===== config.mk =====
export PLATFORM = sky130hd
export DESIGN_NAME = reg_file_sb
export DESIGN_NICKNAME = d
export VERILOG_FILES = /design/src/rtl/reg_file_sb.sv
export SDC_FILE = /design/constraint.sdc
export NUM_CORES = 2
export LEC_CHECK = 0
export BUFFER_PORTS_ARGS = -buffer_cell sky130_fd_sc_hd__buf_4
export CAP_MARGIN = 20
export CORE_ASPECT_RATIO = 1.25
export CORE_MARGIN = 2
export CORE_UTILIZATION = 55
export DETAILED_ROUTE_END_ITERATION = 10
export PLACE_DENSITY = 0.77
export SLEW_MARGIN = 20
export SYNTH_ARGS = -nofsm -noshare
export SYNTH_HDL_FRONTEND = slang
export SYNTH_SLANG_ARGS = --single-unit

===== constraint.sdc =====
create_clock -name clk -period 3.9 [get_ports clk]
set_clock_uncertainty 0.1 [all_clocks]
set_input_delay 0.585 -clock clk [delete_from_list [all_inputs] [get_ports clk]]
set_output_delay 0.585 -clock clk [all_outputs]
set_load 0.01 [all_outputs]

===== src/rtl/reg_file_sb.sv =====
// Parametrised register file with two combinational read ports, one write port,
// optional write-to-read bypass, optional hardwired zero register and a RAW scoreboard.
module reg_file_sb #(
   parameter int XLEN     = 32,
   parameter int NREGS    = 32,
   parameter int AW       = $clog2(NREGS),
   parameter bit BYPASS   = 1'b1,
   parameter bit ZERO_REG = 1'b1
) (
   input  logic            clk,
   input  logic            reset,
   input  logic [AW-1:0]   A1,
   input  logic [AW-1:0]   A2,
   output logic [XLEN-1:0] RD1,
   output logic [XLEN-1:0] RD2,
   input  logic [AW-1:0]   A3,
   input  logic [XLEN-1:0] WD3,
   input  logic            WE3,
   input  logic            issue_valid,
   input  logic [AW-1:0]   issue_rd,
   output logic            busy1,
   output logic            busy2,
   output logic [AW:0]     busy_count
);

   logic [XLEN-1:0]  regs_reg [NREGS];
   logic [NREGS-1:0] busy_reg;
   logic [NREGS-1:0] busy_next;
   logic [AW:0]      busy_count_reg;
   logic [AW:0]      busy_count_next;

   logic wr_en;
   logic set_en;
   logic set_new;
   logic clr_eff;

   assign wr_en  = WE3 && !(ZERO_REG && (A3 == '0));
   assign set_en = issue_valid && !(ZERO_REG && (issue_rd == '0));

   // A set and a clear on the same register resolve to set: the newer producer owns it.
   generate
      for (genvar gi = 0; gi < NREGS; gi++) begin : g_busy
         localparam logic [AW-1:0] IDX = AW'(gi);
         assign busy_next[gi] = (set_en && (issue_rd == IDX)) ? 1'b1 :
                                (WE3 && (A3 == IDX))          ? 1'b0 :
                                busy_reg[gi];
      end
   endgenerate

   // The counter tracks the net number of bits that actually flip this edge.
   assign set_new = set_en && !busy_reg[issue_rd];
   assign clr_eff = WE3 && busy_reg[A3] && !(set_en && (issue_rd == A3));
   assign busy_count_next = busy_count_reg + {{AW{1'b0}}, set_new} - {{AW{1'b0}}, clr_eff};

   always_ff @(posedge clk) begin
      if (reset) begin
         for (int i = 0; i < NREGS; i++) begin
            regs_reg[i] <= '0;
         end
         busy_reg       <= '0;
         busy_count_reg <= '0;
      end else begin
         if (wr_en) begin
            regs_reg[A3] <= WD3;
         end
         busy_reg       <= busy_next;
         busy_count_reg <= busy_count_next;
      end
   end

   // Returns {busy, data} for one read port in zero / bypass / array priority order.
   function automatic logic [XLEN:0] read_port(input logic [AW-1:0] a);
      logic [XLEN:0] r;
      r = {busy_reg[a], regs_reg[a]};
      if (reset || (ZERO_REG && (a == '0))) begin
         r = '0;
      end else if (BYPASS && WE3 && (A3 == a)) begin
         r = {1'b0, WD3};
      end
      return r;
   endfunction

   assign {busy1, RD1} = read_port(A1);
   assign {busy2, RD2} = read_port(A2);
   assign busy_count   = busy_count_reg;

endmodule


Word level (Yosys, flattened, before mapping)
Memory sizes are Yosys's and may differ from the RTL's.
Cells that the tools add are included.

storage, ports and cells
  flip-flop bits (word level) = 38
  memory bits (writable) = 1024
  bits of input ports = 56
  output and inout port bits = 72
  word-level logic and storage cells = 304
  memories kept = 1

memory list
  name      words  bits a word  rd ports  clocked after Yosys merged registers in  write ports  RTL line  RTL
  regs_reg  32     32           2         0                                        32           26        logic [XLEN-1:0] regs_reg [NREGS];

operators by class
  add/sub/neg operators = 2
  magnitude comparators = 4
  equality and inequality tests = 65
  mux-type cells = 84
  reduce and logical (&&, ||, !) cells = 115

operators by type and width
  operator                                            number
  == test 5 bit, second input constant                32
  2-to-1 mux 33 bit                                   4
  == test 5 x 4 -> 1 bit, second input constant       16
  2-to-1 mux 1 bit                                    74
  logical AND 1 bit                                   72
  nonzero test 2 bit                                  32
  == test 5 x 3 -> 1 bit, second input constant       8
  2-to-1 mux 32 bit                                   1
  OR reduction 32 bit                                 1
  < comparator 5 x 6 -> 1 bit, second input constant  4
  binary-select mux 1 bit (select 5 bit)              4
  == test 5 x 2 -> 1 bit, second input constant       4
  zero test 5 bit                                     4
  == test 5 bit                                       3
  == test 5 x 1 -> 1 bit, second input constant       2
  adder 6 x 1 -> 6 bit                                1
  subtractor 6 x 1 -> 6 bit                           1
  2-to-1 mux 5 bit                                    1
  zero test 1 bit                                     4
  logical OR 1 bit                                    2

Depth between registers and ports, before layout
  word-level depth = 8
  mapped depth = 17
  mapped depth without buffers = 14

Worst setup path before layout
Ideal clock, no wire load.

  path kind = input port to flip-flop
  from = input port A3[1]
  to = memory regs_reg[21][0] (enable)
  library setup time = 0.466 ns
  arrival = 3.669 ns
  data required time = 3.334 ns
  slack = -0.335 ns
  stages on the path = 6
  path buffers = 3
  path through = buf_2 buf_4 buf_4 nor2_1 nand3_1 o21ai_0

RTL lines
  what             RTL line  RTL
  start, declared  16        input logic [AW-1:0] A3,
  end, declared    26

Final worst setup path
  from = input port A1[2]
  to = output port RD1[3]

on the way
  longest elaborated chain between the ends = 4
  elaborated cells between the ends (all ways) = 7
  classes of those cells = eq/ne (1); mux (2); reduce/logical (3); memory (1)

RTL lines
  what                                                          RTL line  RTL
  start, declared                                               12        input logic [AW-1:0] A1,
  branches (longest 3 deep; another with memory (32 x 32 bit))  n/a
  2-to-1 mux 33 bit (*)                                         75        if (reset || (ZERO_REG && (a == '0))) begin
  end, declared                                                 14        output logic [XLEN-1:0] RD1,

Every way passes the cells marked *.

==> results.yml <==
clock_tree:
  hold_buffers: 0
  cts.repair.resized: 0
  clockBufferDepth: 3
  path_clk_slew_ns: 0.07
  clockRootBuffer: "clkbuf_16"
  clkLatencyLatePin_ns: 0.73
  post-cts-setup-buffers: 0
  cts_htree_levels: 3
  cts_tree: "done"
  clock_sinks: 1062
  cts_buffers: 101
timing:
  timing.slew.headroom_pct: 36.7
  layout_setup_ws_ns: 0.140
  period_needed_ns: 3.76
  finalCritPeriodShare_pct: 96.4
  rsz0062_at_grt: "false"
  max_freq_mhz: 266
  final_hold_viol_count: 0
  worstMarginPinSlew_ns: 0.944
  finalMaxSlewViolations: 0
  setup_viol: 0
logic_synthesis:
  synth_top_family_by_area: "multiplexers"
  synth-compound-area-share_pct: 4.59
  synth_xor_area_share_pct: 0.275
  seq_area_frac_synth_pct: 55.0
  synth_fa_ha_area_share_pct: 0.166
  ys_warn_count: 0
  synth_area_um2: 57300
  synth.avg_cell_area_um2: 15.1
  synthSimpleGateAreaFrac_pct: 12.4
  synth_cell_types: 49
  synth-seq-cells: 1062
  synthArstFlopShare_pct: 0
  synthMuxAreaShare_pct: 24.1
  synth_flop_cell: "edfxtp_1"
  netlist_instances: 3790
  synth_edf_count: 1024
outcome:
  status: "completed"
finish:
  layout_commonest_cell: "edfxtp_1"
  nets: 3959
  layout_common_cells: "edfxtp_1, and2_1, mux4_2"
  layout.cells.non_filler: 5332
  nFillCells: 7152
  final_core_util_pct: 62.6
  largest_reg_flops: 1024
  drive_gt1_share_pct: 29.1
  area_growth_pct: 13.1
floorplanning:
  die_h_um: 365
  start_util_pct: 55.3
  io_pins: 128
  core_area_um2: 104000
  rows: 132
  fp.dieW_um: 293
  die_area_um2: 107000
placed_design:
  gp_congestion: 0.941
  dpl_worst_slack_ns: 0.149
  hpwl_um: 121000
  io_buffers: 127
  placed_cells: 5133
pwr:
  vdd_ir_drop_max_uv: 363
  power_leakage_nw: 22.5
  powerDensity_nw_per_um2: 423
  p_total_mw: 27.4
setup_path:
  cp_cell_sequence: "buf_8 > buf_12 > mux4_2 > o22ai_1 > a211oi_1 > a22o_1 > buf_4"
  worstSetupEndpointType: "primary output"
  crit_arrival_ns: 3.08
  cp_max_fo: 47
  crit_path_max_incr_delay_ns: 0.82
  slowest_stage: "a211oi_1"
  worst_setup_path_start_kind: "primary input"
  required_ns: 3.21
  crit_type: "in -> out"
route:
  wl_per_cell_um: 37.8
  drt-pass1-iter-count: 6
  drtIter0Drc: 7130
  ant_nets: 0
  wl_um: 202000
  drcViolationCount: 0
  routed_via_density: 7.37
  vias: 39289
grt:
  grt.overflow.total: 0
  first_global_vias: 39392
  antenna_found_initial: 21
  grt_max_degree: 48
  gr-usage-all-layers_pct: 37.9
  grt_pass1_wl_um: 282000
min_path:
  min_path_type: "in -> reg"
run:
  cap_viol_max_count: 0
## report_power, final
| group | total (mW) | switching, mW | internal, mW |
|---|---|---|---|
| clock | 10.1 | 4.50 | 5.62 |
| combinational | 3.80 | 2.14 | 1.66 |
| sequential | 13.5 | 0.353 | 13.1 |
| total | 27.4 | 7.00 | 20.4 |
## metal layers
| layer | up-vias | GRT usage [%] | part of all wire (%) |
|---|---|---|---|
| met5 | - | 0.587 | 0.11 |
| met4 | 20 | 26.6 | 8.3 |
| met3 | 1030 | 13.0 | 16 |
| met2 | 3892 | 57.6 | 45 |
| met1 | 19459 | 45.7 | 31 |
| li1 | 14888 | - | - |
## cells by family after synthesis
| family | count (synthesis) |
|---|---|
| and+or+nand+nor | 1184 |
| DFF | 1062 |
| muxes | 692 |
| buffers and inverters | 418 |
| AOI/OAI and AO/OA | 408 |
| xor gates and xnor gates | 18 |
| adders and majority gates | 7 |
| other | 1 |
## through the flow
stage,hold slack [ns],instance area (um^2),TNS (ns)
final,0.161,64800,0
after global routing,0.183,64800,0
after CTS,0.132,64800,0
after detailed placement,0.406,61500,0
after global placement,0.392,61500,0
after floorplan,0.339,57400,-21.42
## worst max-delay path, delay by kind of cell
family | cells | cell delay, ns
compound gates | 3 | 1.27
mux | 1 | 0.26
buf+inv | 3 | 0.92
## cells in the mapped netlist (16+ instances only)
cell | n | area, um^2
buf_1 | 20 | 75.1
o22ai_1 | 124 | 776
a22o_1 | 56 | 490
buf_4 | 46 | 345
mux4_2 | 551 | 12400
mux2i_1 | 140 | 1400
nand2_1 | 69 | 259
a211oi_1 | 56 | 420
nand2b_1 | 17 | 106
o21ai_0 | 58 | 290
dfxtp_1 | 38 | 761
edfxtp_1 | 1024 | 30700
a21oi_1 | 91 | 455
nor2_1 | 54 | 203
buf_2 | 79 | 395
clkbuf_1 | 247 | 927
buf_6 | 16 | 180
and2_1 | 996 | 6230
## area by class of cell
type | count | area (um^2) | share of cell area [%]
multi-input combinational | 2341 | 24500 | 37.8
tap | 1340 | 1680 | 2.59
antenna | 10 | 25.0 | 0.0386
timing repair buffer | 381 | 3760 | 5.79
sequential | 1062 | 31500 | 48.6
clock buffer | 118 | 2630 | 4.06
inverter | 9 | 33.8 | 0.0521
clock inverter | 71 | 671 | 1.03
## final timing paths
kind                             start                  endpoint  slack [ns]  cells after the start
max                              A1[2]                    RD1[3]        0.14                      7
min                        issue_rd[4]  busy_reg[2]$_SDFFE_PP0P_        0.16                      4
max reg2reg  busy_reg[23]$_SDFFE_PP0P_  busy_count[5]$_SDFF_PP0_        0.64                     11
min reg2reg   busy_reg[0]$_SDFFE_PP0P_  busy_reg[0]$_SDFFE_PP0P_        0.43                      2
No activity file was read; power rests on OpenSTA's default activity.
